[config.mk]
export PLATFORM = sky130hd
export DESIGN_NAME = npc_multicycle_ctrl
export DESIGN_NICKNAME = d
export VERILOG_FILES = /design/src/rtl/npc_pkg.sv /design/src/rtl/npc_wait_timer.sv /design/src/rtl/npc_multicycle_ctrl.sv
export SDC_FILE = /design/constraint.sdc
export NUM_CORES = 1
export LEC_CHECK = 0
export ABC_CLOCK_PERIOD_IN_PS = 2300
export BUFFER_PORTS_ARGS = -buffer_cell sky130_fd_sc_hd__buf_2
export CAP_MARGIN = 0
export CELL_PAD_IN_SITES_DETAIL_PLACEMENT = 0
export CELL_PAD_IN_SITES_GLOBAL_PLACEMENT = 2
export CORE_MARGIN = 3
export CORE_UTILIZATION = 24
export DETAILED_ROUTE_END_ITERATION = 16
export PLACE_DENSITY_LB_ADDON = 0.1
export RECOVER_POWER = 50
export SYNTH_ARGS = -nofsm -noshare
export SYNTH_HDL_FRONTEND = slang
export SYNTH_SLANG_ARGS = --single-unit
[constraint.sdc]
create_clock -name clk -period 2.3 [get_ports clk]
set_input_delay 0.115 -clock clk [delete_from_list [all_inputs] [get_ports clk]]
set_output_delay 0.115 -clock clk [all_outputs]
set_load 0.03 [all_outputs]
[src/rtl/npc_pkg.sv]
// npc_pkg: shared state encoding, trap-cause codes and constants for the
// NPC multi-cycle sequencer.
package npc_pkg;

    typedef enum logic [2:0] {
        S_FETCH_REQ  = 3'd0,
        S_FETCH_WAIT = 3'd1,
        S_EXEC       = 3'd2,
        S_MEM_REQ    = 3'd3,
        S_MEM_WAIT   = 3'd4,
        S_WB         = 3'd5,
        S_TRAP       = 3'd6,
        S_HALT       = 3'd7
    } state_t;

    localparam logic [3:0] CAUSE_IMISALIGN = 4'd0;
    localparam logic [3:0] CAUSE_IFAULT    = 4'd1;
    localparam logic [3:0] CAUSE_ILLEGAL   = 4'd2;
    localparam logic [3:0] CAUSE_LFAULT    = 4'd5;
    localparam logic [3:0] CAUSE_SFAULT    = 4'd7;

    localparam logic [31:0] NOP = 32'h0000_0013;

endpackage

[src/rtl/npc_wait_timer.sv]
// npc_wait_timer: counts cycles spent waiting for a memory response and
// flags the cycle in which the TIMEOUT-th wait cycle elapses.
// TIMEOUT = 0 disables the flag entirely.
module npc_wait_timer #(
    parameter int unsigned TIMEOUT = 255
) (
    input  logic clk,
    input  logic rst,
    input  logic active,
    output logic expired
);

    localparam int unsigned CW = (TIMEOUT > 1) ? $clog2(TIMEOUT + 1) : 1;

    logic [CW-1:0] cnt;

    // Held at zero outside a wait state, so each wait starts counting from zero
    always_ff @(posedge clk) begin
        if (rst || !active) begin
            cnt <= '0;
        end else if (!expired) begin
            cnt <= cnt + 1'b1;
        end
    end

    // cnt holds completed wait cycles; the current one makes cnt + 1
    always_comb begin
        expired = (TIMEOUT != 0) && ((32'(cnt) + 32'd1) >= TIMEOUT);
    end

endmodule

[src/rtl/npc_multicycle_ctrl.sv]
// npc_multicycle_ctrl: multi-cycle fetch/execute/memory/write-back sequencer
// for the NPC core. Owns PC and instruction registers, issues valid/ready
// requests to instruction and data memory, and sequences traps and halt.
// Optional macro NPC_PERF_CNT_EN adds perf_cycle / perf_instret counters.
module npc_multicycle_ctrl
    import npc_pkg::*;
#(
    parameter int unsigned         XLEN     = 32,
    parameter logic [XLEN-1:0]     RESET_PC = XLEN'(32'h8000_0000),
    parameter int unsigned         TIMEOUT  = 255
`ifdef NPC_PERF_CNT_EN
    , parameter int unsigned       CNT_W    = 64
`endif
) (
    input  logic             clk,
    input  logic             rst,
    output logic             ifu_req_valid,
    input  logic             ifu_req_ready,
    output logic [XLEN-1:0]  ifu_addr,
    input  logic             ifu_rsp_valid,
    input  logic             ifu_rsp_err,
    input  logic [31:0]      ifu_rsp_data,
    output logic             lsu_req_valid,
    output logic             lsu_req_wen,
    input  logic             lsu_req_ready,
    input  logic             lsu_rsp_valid,
    input  logic             lsu_rsp_err,
    input  logic [XLEN-1:0]  lsu_rsp_data,
    input  logic             dec_mem_rd,
    input  logic             dec_mem_wr,
    input  logic             dec_reg_wr,
    input  logic             dec_csr_wr,
    input  logic             dec_ebreak,
    input  logic             dec_illegal,
    input  logic [XLEN-1:0]  next_pc,
    input  logic [XLEN-1:0]  mtvec,
    output logic [XLEN-1:0]  pc,
    output logic [31:0]      inst,
    output logic [XLEN-1:0]  mem_rdata,
    output logic             reg_wen,
    output logic             csr_wen,
    output logic             trap_valid,
    output logic [3:0]       trap_cause,
    output logic [XLEN-1:0]  trap_epc,
    output logic             halted
`ifdef NPC_PERF_CNT_EN
    , output logic [CNT_W-1:0] perf_cycle
    , output logic [CNT_W-1:0] perf_instret
`endif
);

    state_t     state;
    logic       in_wait;
    logic       tmo;
    logic       misaligned;
    logic [3:0] mem_cause;

    npc_wait_timer #(.TIMEOUT(TIMEOUT)) u_wait_timer (
        .clk     (clk),
        .rst     (rst),
        .active  (in_wait),
        .expired (tmo)
    );

    // Request, strobe and status outputs decoded from the registered state
    always_comb begin
        ifu_req_valid = (state == S_FETCH_REQ);
        ifu_addr      = pc;
        lsu_req_valid = (state == S_MEM_REQ);
        lsu_req_wen   = (state == S_MEM_REQ) && dec_mem_wr;
        misaligned    = (next_pc[1:0] != 2'b00);
        reg_wen       = (state == S_WB) && !misaligned && dec_reg_wr;
        csr_wen       = (state == S_WB) && !misaligned && dec_csr_wr;
        trap_valid    = (state == S_TRAP);
        halted        = (state == S_HALT);
        in_wait       = (state == S_FETCH_WAIT) || (state == S_MEM_WAIT);
        mem_cause     = dec_mem_wr ? CAUSE_SFAULT : CAUSE_LFAULT;
    end

    // Sequencer: state, PC, held instruction, load data and trap record
    always_ff @(posedge clk) begin
        if (rst) begin
            state      <= S_FETCH_REQ;
            pc         <= RESET_PC;
            inst       <= NOP;
            mem_rdata  <= '0;
            trap_cause <= '0;
            trap_epc   <= '0;
        end else begin
            case (state)
                S_FETCH_REQ: begin
                    if (ifu_req_ready) state <= S_FETCH_WAIT;
                end
                S_FETCH_WAIT: begin
                    // A response in the timeout cycle still wins over the timeout
                    if (ifu_rsp_valid && !ifu_rsp_err) begin
                        inst  <= ifu_rsp_data;
                        state <= S_EXEC;
                    end else if (ifu_rsp_valid || tmo) begin
                        trap_cause <= CAUSE_IFAULT;
                        trap_epc   <= pc;
                        state      <= S_TRAP;
                    end
                end
                S_EXEC: begin
                    if (dec_illegal) begin
                        trap_cause <= CAUSE_ILLEGAL;
                        trap_epc   <= pc;
                        state      <= S_TRAP;
                    end else if (dec_ebreak) begin
                        state <= S_HALT;
                    end else if (dec_mem_rd || dec_mem_wr) begin
                        state <= S_MEM_REQ;
                    end else begin
                        state <= S_WB;
                    end
                end
                S_MEM_REQ: begin
                    if (lsu_req_ready) state <= S_MEM_WAIT;
                end
                S_MEM_WAIT: begin
                    if (lsu_rsp_valid && !lsu_rsp_err) begin
                        if (!dec_mem_wr) mem_rdata <= lsu_rsp_data;
                        state <= S_WB;
                    end else if (lsu_rsp_valid || tmo) begin
                        trap_cause <= mem_cause;
                        trap_epc   <= pc;
                        state      <= S_TRAP;
                    end
                end
                S_WB: begin
                    if (misaligned) begin
                        trap_cause <= CAUSE_IMISALIGN;
                        trap_epc   <= pc;
                        state      <= S_TRAP;
                    end else begin
                        pc    <= next_pc;
                        state <= S_FETCH_REQ;
                    end
                end
                S_TRAP: begin
                    pc    <= mtvec;
                    state <= S_FETCH_REQ;
                end
                S_HALT: begin
                    state <= S_HALT;
                end
                default: begin
                    state <= S_FETCH_REQ;
                end
            endcase
        end
    end

`ifdef NPC_PERF_CNT_EN
    // Free-running cycle count (frozen in halt) and retired-instruction count
    always_ff @(posedge clk) begin
        if (rst) begin
            perf_cycle   <= '0;
            perf_instret <= '0;
        end else begin
            if (!halted) perf_cycle <= perf_cycle + 1'b1;
            if ((state == S_WB) && !misaligned) perf_instret <= perf_instret + 1'b1;
        end
    end
`endif

endmodule

Word-level counts from Yosys, hierarchy flattened
Index checks and enable logic that the tools add are counted.
{"block": "word_totals", "elab_cells": 81, "ff_bits": 143, "output_inout_bits": 171, "input_bits": 142}
{"block": "op_classes", "eq_ne": 18, "mux": 28, "n_bitwise": 1, "reduce_logical": 24, "add_sub_neg": 2, "magnitude_cmp": 1}
{"cell": "$mux 32", "n": 7}
{"cell": "$pmux 32 s4", "n": 1}
{"cell": "$pmux 32 s2", "n": 1}
{"cell": "$ge 32x8->1 const B", "n": 1}
{"cell": "$mux 3", "n": 10}
{"cell": "$mux 4", "n": 6}
{"cell": "$pmux 3 s8", "n": 1}
{"cell": "$pmux 4 s4", "n": 1}
{"cell": "$eq 3x3->1 const B", "n": 4}
{"cell": "$ne 2x2->1 const B", "n": 5}
{"cell": "$add 8x1->9 const B", "n": 1}
{"cell": "$add 8x1->8 const B", "n": 1}
{"cell": "$ne 2x1->1 const B", "n": 4}
{"cell": "$reduce_and 7->1", "n": 1}
{"cell": "$eq 3x2->1 const B", "n": 2}
{"cell": "$logic_and 1x1->1", "n": 6}
{"cell": "$ne 3x1->1 const B", "n": 2}
{"cell": "$logic_or 1x1->1", "n": 5}
{"cell": "$logic_not 1->1", "n": 4}
{"cell": "$reduce_and 2->1", "n": 2}
{"cell": "$reduce_and 4->1", "n": 1}
{"cell": "$reduce_bool 2->1", "n": 2}
{"cell": "$reduce_bool 4->1", "n": 1}
{"cell": "$eq 3x1->1 const B", "n": 1}
{"cell": "4 further kinds", "n": 4}

Longest topological paths before layout
{"block": "logic_depth", "word_depth": 6, "ltp_mapped": 8, "depth_no_buf": 7}

Modules after synthesis
A second synthesis with hierarchy kept.
{"block": "hier_totals", "hier_cells": 731, "area_unflattened_um2": 6392.4}
{"mod": "npc_multicycle_ctrl", "cells_each": 680, "n_inst": 1, "area_each_um2": 5947.0, "seq_area_each_um2": 2682.6}
{"mod": "npc_wait_timer", "cells_each": 51, "n_inst": 1, "area_each_um2": 445.4, "seq_area_each_um2": 160.2}

Worst setup path before layout
No wires, ideal clock.
{"block": "synth_path", "path_type": "register to register", "startpoint": "register u_wait_timer.cnt[0]", "endpoint": "register trap_cause[0]", "t_arrival_ns": 1.938, "setup_ns": 0.127, "setup_slack_ns": 0.235, "path_stages_with_launch": 9, "required_time_ns": 2.173, "path_buffers": 1, "synth_period_minus_slack_ns": 2.065, "path_cell_list": "dfxtp_1 -> ha_1 -> nand3_2 -> or3_4 -> and3_4 -> a21boi_4 -> buf_6 -> o211ai_2 -> o41ai_2"}
{"block": "synth_between", "elab_chain_cells": 5, "elab_cells_between_ends": 7, "cone_classes": "add/sub: 1; order compare: 1; eq/ne: 2; reduce/logical: 3"}
{"item": "start: declaration", "line_no": "npc_wait_timer.sv:15", "source": "logic [CW-1:0] cnt;"}
{"item": "start signal: assignment", "line_no": "npc_wait_timer.sv:22", "source": "cnt <= cnt + 1'b1;"}
{"item": "$add 8x1->9 (*)", "line_no": "npc_wait_timer.sv:28", "source": "expired = (TIMEOUT != 0) && ((32'(cnt) + 32'd1) >= TIMEOUT);"}
{"item": "$ge 32x8->1 (*)", "line_no": "npc_wait_timer.sv:28"}
{"item": "$logic_or 1x1->1, on equally long branches", "line_no": "npc_multicycle_ctrl.sv:125, npc_multicycle_ctrl.sv:99"}
{"item": "$ne 2x1->1 (no source line)"}
{"item": "$reduce_and 7->1 (no source line) (*)"}
{"item": "end signal: assignment", "line_no": "npc_multicycle_ctrl.sv:126", "source": "trap_cause <= mem_cause;"}
{"item": "end: declaration", "line_no": "npc_multicycle_ctrl.sv:43", "source": "output logic [3:0] trap_cause,"}
Mark *: on every way between the ends. The rest lies on a longest branch, timed or not.
A chain may end at the register's enable or synchronous reset.

Worst setup path after layout
{"block": "layout_path", "startpoint": "register u_wait_timer.cnt[0]", "endpoint": "register trap_epc[17]"}
{"block": "layout_between", "elab_chain_cells": 5, "elab_cells_between_ends": 7, "cone_classes": "add/sub: 1; order compare: 1; eq/ne: 2; reduce/logical: 3"}
{"item": "$add 8x1->9 (*)", "line_no": "npc_wait_timer.sv:28"}
{"item": "$ge 32x8->1 (*)", "line_no": "npc_wait_timer.sv:28"}
{"item": "$logic_or 1x1->1, on equally long branches", "line_no": "npc_multicycle_ctrl.sv:125, npc_multicycle_ctrl.sv:99"}
{"item": "$ne 2x1->1 (no source line)"}
{"item": "$reduce_and 7->1 (no source line) (*)"}
{"item": "end signal: assignment", "line_no": "npc_multicycle_ctrl.sv:108", "source": "trap_epc <= pc;"}
{"item": "end signal: assignment", "line_no": "npc_multicycle_ctrl.sv:127", "source": "trap_epc <= pc;"}
{"item": "end signal: assignment", "line_no": "npc_multicycle_ctrl.sv:134", "source": "trap_epc <= pc;"}
{"item": "end: declaration", "line_no": "npc_multicycle_ctrl.sv:44", "source": "output logic [XLEN-1:0] trap_epc,"}
Marked as above.

==> results.txt <==
Worst R2R Setup Slack: 0.17 ns
Setup Skew: 0.009338 ns
TritonCTS clock tree: done
clock sink total: 142
Final period util: 92.43%
WL/cell: 16.85 um
placed cells: 1341
clock root buffer: clkbuf_16
Reg2Reg Depth: 8
row cnt: 57
Post-Syn Area: 6123 sq um
reg2reg end: trap_epc[17]
Iteration-0 DRC Markers: 411
Yosys reg bits: 142
full die area: 27470 sq um
status: finished clean
WS Path Type: reg2reg
Critical Path AT: 2.41 ns
layout cells sized above 1: 20.32%
Ys Warns: 0
Area growth syn-to-layout: 55.91%
Mean Syn Cell Area: 7.922 sq um
min Tclk post-route: 2.126 ns
DRT Wirelength: 25.28 mm
Min-Delay Endpoint: ifu_addr[28]
Clk pwr share: 32.2%
Fmax: 470.4 MHz
Hold WC Path Type: in2reg
core area: 24680 sq um
P_sw: 3.571 mW
routability cong.: 0.7486
RSZ-0062 raised after global routing: no
Combinational Power Share: 35.5%
Pre-Repair DR Iteration Count: 4
ys async rst share: 0%
power density cells: 944.4 nW/um^2
Layout Nets: 1307
Synth Instances: 773
Worst setup EP type: flip-flop
max-cap violations: 0
Worst Hold Launch: next_pc[28]
cts bufs inserted: 17
die width: 165.7 um
DR vias: 6808
Pint: 5.445 mW
via density per instance: 4.539
reg2reg start: u_wait_timer.cnt[0]
final core occ: 38.69%
number of H-tree levels: 4
Final WS setup: 0.1741 ns
initial antenna violation count: 0
Syn Nets: 917
hold path depth: 3
Sw Share: 39.61%
Post-Layout Cell Count: 1500
grt ovf: 0
Seq pwr share: 32.3%
IO Pins: 313
Max VDD drop: 0.0006153 V
largest buffer count on any clock path: 2
largest net degree at the start of global routing: 70
# DRC: 0
post-detailed-route count of antenna-violating nets: 0
pre-CTS setup slack: -0.2183 ns
Required @ worst endpoint: 2.59 ns
final setup vio count: 0
most used flip-flop cell after synthesis: dfxtp_1
aggregate global-route resource usage: 17.90%
Die H: 165.7 um
WHS: 0.02060 ns
Detailed Place HPWL: 17.02 mm
Antenna Cells: 0
Leak: 3.555 nW
register area share after synthesis: 46.42%
crit path max fanout: 12
initial core utilization: 24.81%
Final Slew Violations: 0
Clock Latency Late Sink: 0.42 ns
buffers added on ports: 311
Netlist cell types: 57
first-pass GRT wire length: 39.56 mm
number of global-route vias before repair: 6925
Worst-path clk slew: 0.06 ns
Fin. Hold Viols: 0
number of enable flip-flop cells after synthesis: 0
Startpoint Class: flip-flop
per-layer routing:
metal	track usage [%]	wire length, um	vias up	share of wire [%]
met5	0	0	-	0
met4	5.063	446	0	1.8
met3	4.737	1606	27	6.4
met2	29.52	11620	204	46
met1	23.19	11610	3153	46
li1	-	-	3424	-
power by group through the flow:
| stage | clock network [mW] | registers, mW | logic [mW] |
|---|---|---|---|
| 2_1_floorplan | 0 | 3.29 | 1.66 |
| 3_3_place_gp | 0 | 2.96 | 3.05 |
| 3_5_place_dp | 0 | 2.96 | 3.02 |
| 4_1_cts | 3.00 | 2.91 | 3.23 |
| 5_1_grt | 3.11 | 2.95 | 3.47 |
| 6_report | 2.90 | 2.91 | 3.20 |
cell usage in the layout, fill, tap and decap left out, drive strengths merged, types with 31 or more instances in the layout:
| master | Yosys | final |
|---|---|---|
| a21oi | 108 | 108 |
| a311oi | 31 | 31 |
| buf | 53 | 186 |
| clkbuf | 40 | 175 |
| dfxtp | 142 | 142 |
| dlygate4sd3 | 0 | 121 |
| nand2 | 170 | 170 |
| nand3 | 69 | 69 |
| nor2 | 44 | 44 |
| o21ai | 42 | 42 |
cell families (layout without fill, tap and decap cells):
family | Yosys count | count (layout) | share of synthesized area (%)
AOI/OAI and AO/OA | 202 | 203 | 20.00
buffers and inverters | 100 | 502 | 9.256
other | 1 | 1 | 0.06124
and+or+nand+nor | 321 | 321 | 23.11
xor gates and xnor gates | 4 | 4 | 0.5722
DFF | 142 | 142 | 46.42
adders and majority gates | 2 | 2 | 0.4086
muxes | 1 | 1 | 0.1635
final cells by class:
cell class                      count  area [sq um]
Sequential cell                   142          2844
Clock inverter                     13         177.7
Timing Repair Buffer              463          2883
Tap cell                          324         405.4
Fill cell                        2731         15130
Inverter                            7         26.28
Multi-Input combinational cell    532          2778
Clock buffer                       19         432.9
worst max path at each step:
stage	slack (ns)	end	cells past startpoint	start
6_report	0.17	trap_epc[17]	8	u_wait_timer.cnt[0]
5_1_grt	0.007	trap_epc[3]	8	u_wait_timer.cnt[0]
4_1_cts	0.05	trap_epc[19]	7	state[0]
3_5_place_dp	-0.22	trap_epc[19]	7	u_wait_timer.cnt[0]
3_3_place_gp	-0.21	trap_epc[23]	7	u_wait_timer.cnt[0]
2_1_floorplan	0.23	trap_cause[0]	8	u_wait_timer.cnt[0]
cells in the mapped netlist, types with 6 or more instances:
cell type,count,area (sq um)
buf_2,11,55.05
a311oi_1,31,271.5
dfxtp_1,142,2843
o21ai_0,22,110.1
o21ai_1,19,95.09
nor2_1,44,165.2
a21oi_1,108,540.5
nor3_1,6,30.03
buf_6,7,78.83
buf_4,33,247.7
clkbuf_1,39,146.4
nand3_1,68,340.3
nand2_1,170,638.1
registers in the layout, summed over array words and instances, names as in the netlist:
signal and flops:
trap_epc 32, ifu_addr 32, inst 32, u_wait_timer.cnt 8
mem_rdata 32, trap_cause 3, state 3
metrics by stage:
stage	instance area, sq um	TNS [ns]	power (mW)
5_1_grt	9547	0	9.527
6_report	9547	0	9.015
2_1_floorplan	6123	0	4.956
3_3_place_gp	7838	-5.688	6.010
3_5_place_dp	7838	-5.443	5.983
4_1_cts	9686	0	9.141
timing repair:
item,in CTS,in global routing
setup buffers,0,5
pin swaps,0,3
endpoints found under the setup margin,35,35
hold endpoints to repair,95,0
gates resized for setup,2,1
hold buffers,121,0
gates cloned,1,0
worst max-delay path, stage by stage (launching register included):
cell      delay (ns)
dfxtp_1         0.33
ha_1            0.29
nand3_2         0.13
or3_4           0.42
and3_4          0.22
a21boi_4        0.14
buf_4           0.20
o21ai_0         0.19
a21oi_1         0.08
No activity file was read; power rests on OpenSTA's default activity.
